$ cat config.mk
export PLATFORM = sky130hd
export DESIGN_NAME = sel_pipe
export DESIGN_NICKNAME = d
export VERILOG_FILES = /design/src/rtl/sel_pipe_pkg.sv /design/src/rtl/sel_pipe_skid.sv /design/src/rtl/sel_pipe.sv
export SDC_FILE = /design/constraint.sdc
export NUM_CORES = 1
export LEC_CHECK = 0
export CAP_MARGIN = 20
export CORE_MARGIN = 1.5
export CORE_UTILIZATION = 30
export CTS_BUF_LIST = sky130_fd_sc_hd__clkbuf_8 sky130_fd_sc_hd__clkbuf_16
export CTS_CLUSTER_DIAMETER = 80
export DETAILED_ROUTE_END_ITERATION = 10
export PLACE_DENSITY = 0.65
export RECOVER_POWER = 25
export SYNTH_ARGS = -nofsm -noshare
export SYNTH_HDL_FRONTEND = slang
export SYNTH_SLANG_ARGS = --single-unit
$ cat constraint.sdc
create_clock -name clk -period 1.4 [get_ports clk]
set_clock_uncertainty 0.05 [all_clocks]
set_input_delay 0.28 -clock clk [delete_from_list [all_inputs] [get_ports clk]]
set_output_delay 0.28 -clock clk [all_outputs]
set_load 0.01 [all_outputs]
$ cat src/rtl/sel_pipe_pkg.sv
// rtl/sel_pipe_pkg.sv - shared constants and helpers for the sel_pipe select pipeline
package sel_pipe_pkg;

    // Value loaded into the data field for out-of-range selects and on reset.
    localparam int unsigned DEFAULT_DATA = 0;

    // Ceiling log2, never below 1 so a selector port always has at least one bit.
    function automatic int clog2_min1(input int n);
        int r;
        r = 0;
        for (int i = 0; i < 31; i++) begin
            if ((1 << i) < n) r = i + 1;
        end
        return (r < 1) ? 1 : r;
    endfunction

endpackage

$ cat src/rtl/sel_pipe_skid.sv
// rtl/sel_pipe_skid.sv - one-entry skid register; upstream ready comes only from a flop
module sel_pipe_skid #(
    parameter int W = 9
) (
    input  logic         clk,
    input  logic         rst,
    input  logic [W-1:0] s_tdata_i,
    input  logic         s_tvalid_i,
    output logic         s_tready_o,
    output logic [W-1:0] m_tdata_o,
    output logic         m_tvalid_o,
    input  logic         m_tready_i
);
    logic         full_q, full_d;
    logic [W-1:0] data_q, data_d;

    // Items pass straight through while empty; the skid only captures on a stall.
    always_comb begin
        full_d = full_q;
        data_d = data_q;
        if (full_q) begin
            if (m_tready_i) full_d = 1'b0;
        end else if (s_tvalid_i && !m_tready_i) begin
            full_d = 1'b1;
            data_d = s_tdata_i;
        end
    end

    always_ff @(posedge clk) begin
        if (rst) begin
            full_q <= 1'b0;
            data_q <= '0;
        end else begin
            full_q <= full_d;
            data_q <= data_d;
        end
    end

    assign s_tready_o = !full_q;
    assign m_tvalid_o = full_q || s_tvalid_i;
    assign m_tdata_o  = full_q ? data_q : s_tdata_i;

endmodule

$ cat src/rtl/sel_pipe.sv
// rtl/sel_pipe.sv - N-way select retimed over STAGES valid/ready stages
// Optional SEL_PIPE_SKID_EN adds a skid register so in_ready no longer depends on out_ready.
module sel_pipe
    import sel_pipe_pkg::*;
#(
    parameter int WIDTH  = 8,
    parameter int N      = 2,
    parameter int STAGES = 1,
    parameter int SEL_W  = clog2_min1(N)
) (
    input  logic               clk,
    input  logic               rst,
    input  logic [SEL_W-1:0]   in_sel,
    input  logic [N*WIDTH-1:0] in_data,
    input  logic               in_valid,
    output logic               in_ready,
    output logic [WIDTH-1:0]   out_data,
    output logic               out_err,
    output logic               out_valid,
    input  logic               out_ready
);
    typedef struct packed {
        logic             err;
        logic [WIDTH-1:0] data;
    } sel_err_t;

    sel_err_t          sel_d;
    logic [STAGES:0]   adv;
    logic [STAGES-1:0] v_all;
    sel_err_t          d_all [STAGES];
    sel_err_t          tail;
    logic              tail_ready;

    always_comb begin
        sel_d      = '0;
        sel_d.data = WIDTH'(DEFAULT_DATA);
        if (int'(in_sel) < N) begin
            sel_d.data = in_data[int'(in_sel)*WIDTH +: WIDTH];
        end else begin
            sel_d.err = 1'b1;
        end
    end

    // A stage advances when it is empty or the stage after it is advancing.
    always_comb begin
        adv         = '0;
        adv[STAGES] = tail_ready;
        for (int s = STAGES - 1; s >= 0; s--) begin
            adv[s] = !v_all[s] || adv[s+1];
        end
    end

    for (genvar s = 0; s < STAGES; s++) begin : g_stage
        logic     v_q;
        sel_err_t d_q;
        logic     src_v;
        sel_err_t src_d;

        if (s == 0) begin : g_head
            assign src_v = in_valid;
            assign src_d = sel_d;
        end else begin : g_body
            assign src_v = v_all[s-1];
            assign src_d = d_all[s-1];
        end

        // Data only loads alongside a valid item, so idle inputs never reach the regs.
        always_ff @(posedge clk) begin
            if (rst) begin
                v_q <= 1'b0;
                d_q <= '0;
            end else if (adv[s]) begin
                v_q <= src_v;
                if (src_v) d_q <= src_d;
            end
        end

        assign v_all[s] = v_q;
        assign d_all[s] = d_q;
    end

    assign tail     = d_all[STAGES-1];
    assign in_ready = adv[0];

`ifdef SEL_PIPE_SKID_EN
    sel_err_t out_pkt;

    sel_pipe_skid #(
        .W (WIDTH + 1)
    ) u_skid (
        .clk        (clk),
        .rst        (rst),
        .s_tdata_i  (tail),
        .s_tvalid_i (v_all[STAGES-1]),
        .s_tready_o (tail_ready),
        .m_tdata_o  (out_pkt),
        .m_tvalid_o (out_valid),
        .m_tready_i (out_ready)
    );

    assign out_data = out_pkt.data;
    assign out_err  = out_pkt.err;
`else
    assign tail_ready = out_ready;
    assign out_valid  = v_all[STAGES-1];
    assign out_data   = tail.data;
    assign out_err    = tail.err;
`endif

endmodule

==> results of run 1 <==
==> worst min-delay path: cells and delay by family, from the launching register on <==
family | cells | cell delay [ps]
DFF | 1 | 300
AOI/OAI and AO/OA | 2 | 200
==> sequential cells by signal, summed over array words and instances (netlist names) <==
name,flops
out_data,8
out_valid,1
==> per-stage QoR <==
stage                     TNS [ps]  hold WS (ps)  cells  total power (µW)
final                            0           498     93               777
after global routing             0           512     93               817
after CTS                        0           503     93               790
after detailed placement     -1240           497     89               504
after global placement       -1150           492     89               503
after floorplan                  0           484     44               393
==> area by class of cell <==
cell class,count,area [µm²],share of cell area
timing repair buffer,35,334,0.400
inverter,1,3.75,0.00450
multi-input combinational,28,251,0.301
tap,16,20.0,0.0240
clock buffer,3,41.3,0.0495
clock inverter,1,3.75,0.00450
sequential,9,180,0.216
==> routing by layer <==
layer | vias up | track usage | wire length [µm]
met4 | 0 | 0.0727 | 9
li1 | 224 | - | -
met5 | - | 0 | 0
met2 | 23 | 0.209 | 496
met3 | 2 | 0.0596 | 112
met1 | 178 | 0.158 | 508
==> cell usage in the layout (no fill, tap or decap) <==
master,count
buf_4,4
clkbuf_8,3
nand2b_4,1
buf_12,1
buf_2,1
and2_4,1
dlygate4sd2_1,9
a21oi_1,9
inv_1,2
mux2i_1,8
a211oi_2,8
clkdlybuf4s50_1,20
conb_1,1
dfxtp_1,9
==> final timing paths <==
path / from / to / slack (ps) / cells after the start
setup / recovery: out_ready / in_ready / 100 / 3
hold reg to reg: out_data[7] / out_data[7] / 500 / 2
hold / removal: out_data[7] / out_data[7] / 500 / 2
setup reg to reg: out_valid / out_data[3] / 300 / 4
==> power by group <==
group          switching [µW]  internal, µW
combinational            76.9           117
clock                     105           191
sequential               9.96           278
==> logic make-up (layout without fill, tap and decap cells) <==
| logic type | count (synthesis) | in the layout | share of synthesized area |
|---|---|---|---|
| AOI/OAI and AO/OA | 17 | 17 | 0.299 |
| buffers and inverters | 7 | 40 | 0.111 |
| DFF | 9 | 9 | 0.371 |
| muxes | 8 | 8 | 0.165 |
| other | 1 | 1 | 0.00772 |
| and+or+nand+nor | 2 | 2 | 0.0464 |
==> what timing repair did <==
item	in CTS	in global routing
hold buffers	0	0
gates resized for setup	12	1
hold endpoints to repair	0	0
setup endpoints to repair	10	1
buffers inserted	0	0
==> qor.csv, run 1 <==
stage;metric;value;unit
sta;RSZ-0062 raised after global routing;no;
worst_setup_path;delay of the slowest critical-path stage;450;ps
placement;placed inst area;806;µm²
synthesis;Post-synth top cells;a21oi_1 (9), dfxtp_1 (9), a211oi_2 (8), mux2i_1 (8), buf_4 (3);
worst_setup_path;critical path class;input pin to output port;
placement;IO Port Bufs;30;
clock_network;Max Root-Sink Buffers;2;
clock_network;worst-skew pair later-pin latency;230;ps
worst_setup_path;Critical Path Source Type;input pin;
synthesis;synth warn;0;
synthesis;Synth area leader;dfxtp_1;
worst_setup_path;Worst Setup End Kind;output port;
detailed_routing;Remaining DRCs;0;
layout;Layout area overhead;71.9;%
grt;largest net degree at the start of global routing;11;
floorplan;I/O pin cnt;32;
detailed_routing;total number of vias;427;
floorplan;CORE AREA;0.00151;mm²
worst_hold_path;worst hold path class;flop to flop;
synthesis;synthesized area;485;µm²
power;power per cell area;931;mW/mm²
worst_setup_path;CP cell instances;clkdlybuf4s50_1, nand2b_4, buf_2;
synthesis;cells after synthesis;44;
floorplan;initial core utilization;0.322;
clock_network;total CTS buffers;3;
synthesis;Post-Synthesis Net Count;65;
detailed_routing;Final ANT Viol Nets;0;
run_status;status;completed;
layout;nets;99;
grt;first-pass GRT wire length;1840;µm
clock_network;TritonCTS clock tree;done;
floorplan;Die ar.;0.00187;mm²
detailed_routing;drt first pass iters;2;
grt;initial antenna violation count;0;
floorplan;die height;43.2;µm
synthesis;syn avg cell area;11.0;µm²
power;Pleak;0.000371;µW
worst_setup_path;Buf/Inv on CP;2;
detailed_routing;wire per inst;12.1;µm
grt;GRT Total Usage;0.137;
clock_network;clock slew at reported path FFs;40;ps
clock_network;Max H-tree Level;1;
synthesis;Synth Register Bits;9;
sta;setup violators final;0;
worst_setup_path;CP top delay family;buffers and inverters;
sta;fin crit share;0.926;
placement;Final HPWL DP;824;µm
floorplan;row count;14;
clock_network;clock sink total;9;
floorplan;die width;43.2;µm
synthesis;largest cells by area after synthesis;dfxtp_1 (37%), a211oi_2 (21%), mux2i_1 (16%);
worst_setup_path;Crit-path slowest cell;clkdlybuf4s50_1;
synthesis;share of the synthesized area in the top cell type;0.371;
worst_setup_path;CP Data Arrival Time;970;ps
detailed_routing;starting DRC count in detailed routing;1;
run;maxcap violations;0;
layout;Util after Layout;0.554;
sta;Tmin final;1300;ps
layout;share of cells above drive strength 1;0.247;
worst_setup_path;worst-path fanout max;2;
synthesis;FFs w/ async S/R, synth;0;
synthesis;count of cell types in the netlist;11;
placement;Final Wtd Congestion;0.664;
layout;fillcell total;145;
placement;pre-CTS setup slack;-305;ps
grt;total gr overflow;0;
synthesis;Main synth FF type;dfxtp_1;
clock_network;clk root buf;clkbuf_8;
layout;final instance area;835;µm²
sta;Fin. Hold Viols;0;
grt;vias in the first global route;416;
detailed_routing;Vias/cell;4.59;
detailed_routing;Total Routed Length;1130;µm
sta;Max Fclk;772;MHz
power;worst vdd ir;0.658;mV
worst_setup_path;CP required;1070;ps
sta;Final WS setup;104;ps
synthesis;Post-synth EDFFs;0;
layout;Antenna Diode Count;0;
sta;final-report max-slew violation count;0;
synthesis;sequential-to-total area share from yosys stat;0.371;
(Power assumes the default switching activity.)
==> inputs of run 2 (changes only) <==
CORE_MARGIN = 2   (was 1.5)
PLACE_DENSITY = 0.68   (was 0.65)
clock period = 1.1 ns   (was 1.4 ns; I/O delays follow)
==> run 2 against run 1 <==
  * Die area grew 4.7%
  * Global-route usage is 1.3 points higher
  * Register-to-register slack lost 270 ps
  * Combinational power is 40% higher
  * First-iteration DRC count grew to 3.0 times the previous value
  * Critical path type is now flop to output port
  * Setup slack got worse by 81 ps
  * Worst hold slack lost 100 ps
  * Clock power increased by 23%
==> qor.csv, run 2 (synthesis results as in run 1) <==
stage;metric;value;unit
clock_network;Max Root-Sink Buffers;2;
run;maxcap violations;0;
power;power per cell area;1140;mW/mm²
grt;largest net degree at the start of global routing;9;
clock_network;TritonCTS clock tree;done;
floorplan;CORE AREA;0.00151;mm²
layout;commonest non-fill, non-tap cell in the layout;clkdlybuf4s50_1;
clock_network;Max H-tree Level;1;
grt;GRT Total Usage;0.149;
floorplan;initial core utilization;0.322;
layout;most frequent cells in the layout;clkdlybuf4s50_1 (17), buf_4 (11), mux2i_1 (8), a211oi_2 (8), dfxtp_1 (8);
layout;Antenna Diode Count;0;
floorplan;Die ar.;0.00196;mm²
placement;Final HPWL DP;1020;µm
placement;Final Wtd Congestion;0.693;
power;Power Total;1010;µW
floorplan;die height;44.2;µm
layout;final instance area;887;µm²
sta;final-report max-slew violation count;0;
worst_setup_path;delay of the slowest critical-path stage;330;ps
detailed_routing;Final ANT Viol Nets;0;
detailed_routing;total number of vias;492;
worst_hold_path;worst hold path class;input pin to flop;
power;worst vdd ir;0.626;mV
sta;Tmin final;1080;ps
sta;fin crit share;0.979;
clock_network;clk root buf;clkbuf_8;
clock_network;total CTS buffers;3;
layout;max reg flops;8;
grt;vias in the first global route;514;
detailed_routing;Total Routed Length;1370;µm
worst_setup_path;worst-path fanout max;2;
floorplan;I/O pin cnt;32;
floorplan;row count;14;
clock_network;worst-skew pair later-pin latency;230;ps
worst_setup_path;critical path class;flop to output port;
placement;Placed Cells;94;
layout;share of cells above drive strength 1;0.412;
sta;Max Fclk;929;MHz
floorplan;die width;44.2;µm
detailed_routing;wire per inst;13.6;µm
layout;fillcell total;136;
worst_setup_path;CP cell instances;clkdlybuf4s15_1;
worst_setup_path;Critical Path Source Type;flop;
sta;hold slack;396;ps
placement;IO Port Bufs;30;
layout;nets;107;
detailed_routing;starting DRC count in detailed routing;3;
grt;first-pass GRT wire length;2100;µm
worst_setup_path;Crit-path slowest cell;dfxtp_1;
sta;setup violators final;0;
detailed_routing;Remaining DRCs;0;
worst_setup_path;CP Data Arrival Time;810;ps
power;Pleak;0.000392;µW
run_status;status;completed;
worst_setup_path;CP top delay family;flip-flops;
worst_setup_path;CP required;830;ps
placement;placed inst area;831;µm²
layout;final std cells w/o fill;101;
sta;RSZ-0062 raised after global routing;yes;
layout;Util after Layout;0.589;
sta;Fin. Hold Viols;0;
worst_setup_path;Worst Setup End Kind;output port;
grt;initial antenna violation count;0;
detailed_routing;drt first pass iters;4;
detailed_routing;Vias/cell;4.87;
grt;total gr overflow;0;
worst_setup_path;Buf/Inv on CP;1;
clock_network;clock sink total;9;
layout;Layout area overhead;82.7;%
clock_network;clock slew at reported path FFs;40;ps
-- run 2: cell count changes in the layout (fill, tap and decap cells not counted), moves of 2 or more --
cell and delta:
buf_4 +7, dlygate4sd2_1 -7, a21oi_1 -3, a21oi_2 +3
clkbuf_2 +3, clkdlybuf4s15_1 +3, clkdlybuf4s50_1 -3, buf_6 +2
clkbuf_1 +2
-- run 2: what timing repair did --
item,4_1_cts,5_1_grt
resized for setup,23,14
hold buffers,0,0
setup buffers,3,0
endpoints found under the setup margin,18,14
pin swaps,1,1
endpoints found under the hold margin,0,0
-- run 2: power breakdown --
group | switching, µW | internal, µW | leakage (µW)
Combinational | 109 | 163 | 0.000290
Clock | 122 | 242 | 0.0000269
Sequential | 16.2 | 355 | 0.0000751
Total | 247 | 760 | 0.000392
-- run 2: metrics by stage --
stage	setup WS [ps]	TNS, ps
global route	-5.56	-8.37
finish	23.5	0
global placement	-483	-3490
detailed placement	-485	-3670
floorplan	86.6	0
CTS	1.53	0
-- run 2: area by class of cell --
| type | instances | area [µm²] | area share |
|---|---|---|---|
| Timing Repair Buffer | 43 | 374 | 0.422 |
| Multi-Input combinational cell | 28 | 263 | 0.296 |
| Sequential cell | 9 | 181 | 0.205 |
| Clock buffer | 3 | 41.3 | 0.0465 |
| Tap cell | 16 | 20.0 | 0.0226 |
| Clock inverter | 1 | 3.75 | 0.00423 |
| Inverter | 1 | 3.75 | 0.00423 |
-- run 2: path summary, 6_finish.rpt --
check,depth (start not counted),start,to,slack [ps]
max,1,out_data[4],out_data[4],20
min,4,in_valid,out_valid,400
max reg2reg,4,out_valid,out_data[0],30
min reg2reg,2,out_data[4],out_data[4],470
-- run 2: layer usage --
layer | vias up | GRT usage | part of all wire
met3 | 2 | 0.0571 | 0.11
met1 | 223 | 0.148 | 0.39
met2 | 26 | 0.262 | 0.49
met4 | 0 | 0.0909 | 0.014
met5 | - | 0 | 0
li1 | 241 | - | -
==> inputs of run 3 (changes only) <==
--- a/config.mk
+++ b/config.mk
@@ -8,3 +8,2 @@
 export CAP_MARGIN = 20
-export CORE_MARGIN = 2
 export CORE_UTILIZATION = 30
@@ -13,2 +12,3 @@
 export DETAILED_ROUTE_END_ITERATION = 10
+export GPL_TIMING_DRIVEN = 1
 export PLACE_DENSITY = 0.68
==> constraint.sdc (replaced) <==
create_clock -name clk -period 1.1 [get_ports clk]
set_clock_uncertainty 0.05 [all_clocks]
set_input_delay 0.11 -clock clk [delete_from_list [all_inputs] [get_ports clk]]
set_output_delay 0.11 -clock clk [all_outputs]
set_load 0.01 [all_outputs]
==> run 3 against run 2 <==
  * Cell count decreased by 3.0%
  * Combinational power fell by 6%
  * Clock power about the same
  * Total power fell by 2.0%
  * First-iteration DRC count decreased by 67%
  * Utilization down 0.75 points
  * Sequential share of layout area grew 0.26 points
  * Setup slack better by 24 ps
  * Flip-flop and latch count did not move
  * Non-clock buffer count is 3 lower
  * Global-route usage is 1.1 points lower
  * Critical path depth rose by 4
  * Critical path type is now flop to flop
  * Largest power group unchanged
==> qor.csv, run 3 (synthesis results as in run 1) <==
stage;metric;value;unit
run_status;status;completed;
clock_network;total CTS buffers;3;
detailed_routing;total number of vias;471;
grt;vias in the first global route;445;
clock_network;clock slew at reported path FFs;40;ps
worst_setup_path;Worst Setup End Kind;flop;
placement;Final Wtd Congestion;0.643;
floorplan;CORE AREA;0.00151;mm²
grt;initial antenna violation count;0;
power;Power Total;987;µW
layout;commonest non-fill, non-tap cell in the layout;clkdlybuf4s50_1;
sta;Tmin final;1050;ps
power;Pleak;0.000402;µW
layout;Util after Layout;0.581;
grt;M1 GR Usage;0.149;
sta;RSZ-0062 raised after global routing;yes;
grt;met3 global-route usage;0.0948;
floorplan;Die ar.;0.00178;mm²
floorplan;I/O pin cnt;32;
layout;max reg flops;8;
clock_network;Hold Buf Count CTS;0;
clock_network;clock sink total;9;
detailed_routing;Final ANT Viol Nets;0;
layout;share of cells above drive strength 1;0.305;
detailed_routing;Vias/cell;4.81;
worst_setup_path;Critical Path Source Type;flop;
clock_network;worst-skew pair later-pin latency;230;ps
clock_network;clk root buf;clkbuf_8;
floorplan;die height;42.2;µm
grt;GRT Total Usage;0.138;
placement;IO Port Bufs;30;
clock_network;TritonCTS clock tree;done;
sta;Fin. Hold Viols;0;
run;maxcap violations;0;
worst_hold_path;worst hold path class;input pin to flop;
grt;first-pass GRT wire length;1880;µm
power;worst vdd ir;0.871;mV
placement;placed inst area;808;µm²
worst_setup_path;CP Data Arrival Time;1110;ps
floorplan;initial core utilization;0.322;
sta;Max Fclk;950;MHz
clock_network;Max Root-Sink Buffers;2;
sta;fin crit share;0.957;
worst_setup_path;worst-path fanout max;7;
grt;largest net degree at the start of global routing;9;
detailed_routing;Remaining DRCs;0;
layout;nets;104;
grt;routing usage on met2;0.215;
grt;total gr overflow;0;
layout;Antenna Diode Count;0;
floorplan;row count;14;
floorplan;die width;42.2;µm
detailed_routing;Total Routed Length;1150;µm
grt;busiest grt layer;met2;
sta;final-report max-slew violation count;0;
layout;most frequent cells in the layout;clkdlybuf4s50_1 (19), dlygate4sd2_1 (9), buf_4 (9);
sta;setup violators final;0;
detailed_routing;starting DRC count in detailed routing;1;
detailed_routing;drt first pass iters;2;
detailed_routing;wire per inst;11.7;µm
layout;Layout area overhead;80.4;%
worst_setup_path;CP required;1160;ps
power;power per cell area;1130;mW/mm²
worst_setup_path;critical path class;flop to flop;
clock_network;Max H-tree Level;1;
placement;Final HPWL DP;878;µm
layout;final instance area;876;µm²
-- run 3: per-stage QoR --
stage	std cells	hold slack (ps)	TNS, ps	worst slack [ps]
after floorplan	44	314	0	86.6
after global placement	91	486	-2100	-266
after detailed placement	91	492	-2140	-261
after CTS	98	497	0	2.08
after global routing	98	403	-6.46	-4.24
final	98	368	0	47.8
-- run 3: cell type report --
| type | instances | area, µm² |
|---|---|---|
| sequential | 9 | 181 |
| timing repair buffer | 40 | 370 |
| tap | 16 | 20.0 |
| inverter | 1 | 3.75 |
| clock buffer | 3 | 41.3 |
| fill | 145 | 631 |
| clock inverter | 1 | 3.75 |
| multi-input combinational | 28 | 255 |
-- run 3: what timing repair did --
action,CTS,global route
resized for setup,13,2
endpoints found under the setup margin,18,8
pin swaps,1,2
cloned,0,0
setup buffers,3,0
endpoints found under the hold margin,0,0
-- run 3: report_power, final --
group	total [µW]	internal (µW)	switching (µW)
combinational	257	156	101
clock	362	242	120
sequential	368	355	13.6
-- run 3: worst paths after layout --
check | endpoint | slack [ps] | startpoint | cells after the start
setup / recovery | out_data[7] | 50 | out_valid | 5
hold / removal | out_valid | 370 | out_ready | 5
setup reg to reg | out_data[7] | 50 | out_valid | 5
hold reg to reg | out_data[0] | 470 | out_data[0] | 2
-- run 3: worst max-delay path, cell delays in order (launching register included) --
cell and delay [ps]:
dfxtp_2 340, nand2b_4 60, buf_6 130, buf_4 130, a21oi_1 160, a211oi_2 60
-- run 3: layer usage --
metal / share of wire / up-vias
met3: 0.13 / 2
li1: - / 232
met5: 0 / -
met4: 0.016 / 0
met1: 0.40 / 215
met2: 0.46 / 22
==> edit 1: new RTL, settings of run 2 <==
The parameter `WIDTH` goes from 8 to 12.
--- a/src/rtl/sel_pipe.sv
+++ b/src/rtl/sel_pipe.sv
@@ -3,7 +3,7 @@
 module sel_pipe
     import sel_pipe_pkg::*;
 #(
-    parameter int WIDTH  = 8,
+    parameter int WIDTH  = 12,
     parameter int N      = 2,
     parameter int STAGES = 1,
     parameter int SEL_W  = clog2_min1(N)
Ports: changed (resized in_data and out_data); port bits go from 32 to 44. The function was not compared with the original's and may differ.
==> edit 1 against run 2 <==
The flow now finishes with violations (negative setup slack); sequential cell count increased by 4; first-iteration DRC count unchanged; design area increased by 49%; total power up 37%; utilization increased by 6.6 points; maximum frequency fell by 3.4%; routed wire length up 43%; register-to-register slack lost 0.04 ns; setup slack got worse by 0.038 ns; via count rose by 39%; critical path depth unchanged; area after synthesis is 36% higher; largest power group unchanged.
==> edit 1: results (changes against run 2) <==
[clock_tree]
cts_setup_buffers = 0  ; -3
clkTransAtPathRegs_ns = 0.06  ; +0.02 ns

[cells_and_area]
area_delta_synth_final_pct = 101
largest_reg_flops = 12  ; +4
drive_gt1_frac = 0.491  ; +0.0795
layout.nets = 144  ; +35%

[placement]
place_area_mm2 = 0.00120  ; +45%
gp_congestion = 0.695  ; +0.32%
dp_hpwl_um = 1330  ; +30%
dpl_worst_slack_ns = -0.515  ; -0.0293 ns
port_buffers = 42  ; +40%

[routing]
wl_um = 1970  ; +43%
post_drt_wl_per_cell_um = 14.0  ; +2.8%
vias_per_cell = 4.84  ; -0.71%
drt_pre_antenna_iters = 2  ; -2

[sta]
worst_slack_ns = -0.0148  ; -0.0383 ns
finalSetupViolations = 3  ; +3
setup_tns_ns = -0.0275  ; -0.0275 ns

[hold_path]
hp-class = reg -> reg

[grt]
grt_pass1_vias = 708  ; +38%
grt_max_degree = 14  ; +5
grt_usage = 0.163  ; +0.0131
grt_pass1_wl_um = 3150  ; +50%

[run_status]
status = complete, but fails checks
violations = negative setup slack

[synthesis]
netlist_top_cells_area = dfxtp_1 (40%), a211oi_2 (19%), mux2i_1 (18%), a21oi_1 (9.9%), buf_6 (3.4%)
netlist_instances = 60  ; +36%
syn-num-nets = 89  ; +37%
ys_seq_area_frac = 0.395  ; +0.0243
synth.distinct_cells = 12  ; +1

[setup_path]
crit_slowest_cell = dfxtp_2
cp_top_family = flip-flops

[power]
p_leak_nw = 0.540  ; +38%
ir_worst_vdd_uv = 816  ; +30%

edit 1: logic make-up after synthesis:
family                 Yosys count  synth area share
and+or+nand+nor                  2            0.0304
DFF                             13             0.395
muxes                           12             0.183
AOI/OAI and AO/OA               25             0.312
buffers and inverters            7            0.0741
other                            1           0.00570
edit 1: layout make-up:
type / count / area (um^2)
clock inverters: 1 / 3.75
flip-flops and latches: 13 / 265
well taps: 27 / 33.8
inverters: 1 / 3.75
fillers: 166 / 698
repair buffers: 56 / 561
multi-input cells: 40 / 415
clock buffers: 3 / 41.3
edit 1: where the power goes:
part / switching [mW] / total, mW / internal, mW
Clock: 0.161 / 0.406 / 0.246
Combinational: 0.171 / 0.440 / 0.268
Sequential: 0.0224 / 0.535 / 0.513
Total: 0.354 / 1.38 / 1.03
edit 1: timing repair:
action,4_1_cts,5_1_grt
cloned,1,0
endpoints found under the setup margin,27,24
pin swaps,1,1
resized for setup,53,12
hold buffers,0,0
edit 1: layer usage:
metal  routed length [um]  vias to the layer above  GRT usage  share of wire
met2                  934                       36      0.283           0.47
met3                  183                        4     0.0585          0.093
met1                  805                      309      0.177           0.41
li1                     -                      333          -              -
met5                    0                        -          0              0
met4                   43                        0     0.0721          0.022
edit 1: worst paths after layout:
check,start,end,slack [ns],cells past startpoint
max,out_valid,out_valid,-0.01,1
min,out_data[8],out_data[8],0.47,2
max reg2reg,out_valid,out_data[2],-0.01,5
min reg2reg,out_data[8],out_data[8],0.47,2
==> edit 2: new RTL, config.mk and constraints of run 2 <==
Made on the original files. Reset style: asynchronous (`rst`), changed in one clocked block.
--- a/src/rtl/sel_pipe.sv
+++ b/src/rtl/sel_pipe.sv
@@ -65,7 +65,7 @@
         end
 
         // Data only loads alongside a valid item, so idle inputs never reach the regs.
-        always_ff @(posedge clk) begin
+        always_ff @(posedge clk or posedge rst) begin
             if (rst) begin
                 v_q <= 1'b0;
                 d_q <= '0;
Function: differs if rst is asserted again (counterexample within 4 cycles, from zero or initial values and one cycle with rst high); with rst held inactive, the same outputs for 10 cycles.
==> edit 2 against run 2 <==
Setup slack got worse by 0.021 ns; synthesized cell count fell by 2.3%; final cell count fell by 6.9%; total power rose by 7.0%; register-to-register slack barely moved; die area did not move; worst hold slack got worse by 0.039 ns; design area fell by 6.6%; sequential cell count did not move; routed wire length fell by 15%; area after synthesis did not move.
==> edit 2: results (changes against run 2) <==
[power]
p_leak_nw = 0.381  ; -2.7%
ir_worst_vdd_uv = 667  ; +6.6%

[sta]
holdWs_ns = 0.358  ; -0.0387 ns
worst_slack_ns = 0.00226  ; -0.0212 ns

[clock_tree]
post_cts_resized = 35  ; +52%
cts_setup_buffers = 1  ; -2

[cells_and_area]
drive_gt1_frac = 0.282  ; -0.130
signal_buffers = 37  ; -14%
layout.nets = 100  ; -6.5%
area_delta_synth_final_pct = 70.6
multi_input_cells = 27  ; -3.6%
fillers = 142  ; +4.4%

[synthesis]
syn-num-nets = 64  ; -1.5%
netlist_top_cells_area = dfrtp_1 (46%), mux2i_1 (16%), a31oi_1 (10%), a21oi_1 (7.2%), buf_8 (6.2%)
synth_commonest_cells = dfrtp_1 (9), a31oi_1 (8), mux2i_1 (8)
ys_seq_area_frac = 0.464  ; +0.0928
synth.distinct_cells = 12  ; +1

[setup_path]
crit_end = in_ready
critical_path.reg2reg.startpoint = out_valid
crit_slowest_cell = dfrtp_1

[placement]
place_area_um2 = 811  ; -2.4%
placed_cells = 88  ; -6.4%
dpl_worst_slack_ns = -0.525  ; -0.0391 ns
gp_congestion = 0.648  ; -6.5%

[run_status]
status = complete, no violations

[grt]
grt_pass1_wl_um = 1840  ; -13%
grt_pass1_vias = 399  ; -22%
grt_max_degree = 18  ; +9

[routing]
vias = 451  ; -8.3%
drt_iter0_drc = 4  ; +1
vias_per_cell = 4.80  ; -1.5%

[hold_path]
hp-class = in -> async

[edit 2: cell count changes after synthesis, sizes merged, moves of 8 or more]
cell,run 2,this run
dfxtp,9,0
a31oi,0,8
a211oi,8,0
dfrtp,0,9
[edit 2: per-layer routing]
layer | global-route usage | wire length, um | vias up
met5 | 0 | 0 | -
met4 | 0.0182 | 0 | 0
met3 | 0.0490 | 93 | 0
met2 | 0.209 | 559 | 17
met1 | 0.179 | 516 | 210
li1 | - | - | 224
[edit 2: power by group through the flow]
stage | Sequential (mW) | Combinational (mW) | Clock [mW]
floorplan | 0.430 | 0.116 | 0
global placement | 0.407 | 0.329 | 0
detailed placement | 0.409 | 0.337 | 0
CTS | 0.403 | 0.325 | 0.372
global route | 0.405 | 0.332 | 0.392
finish | 0.401 | 0.306 | 0.371
[edit 2: cell families after synthesis]
family / Yosys count / share of synthesized area
other cells: 1 / 0.00772
simple gates: 2 / 0.0438
mux: 8 / 0.165
flops: 9 / 0.464
buf+inv: 7 / 0.126
compound gates: 16 / 0.193
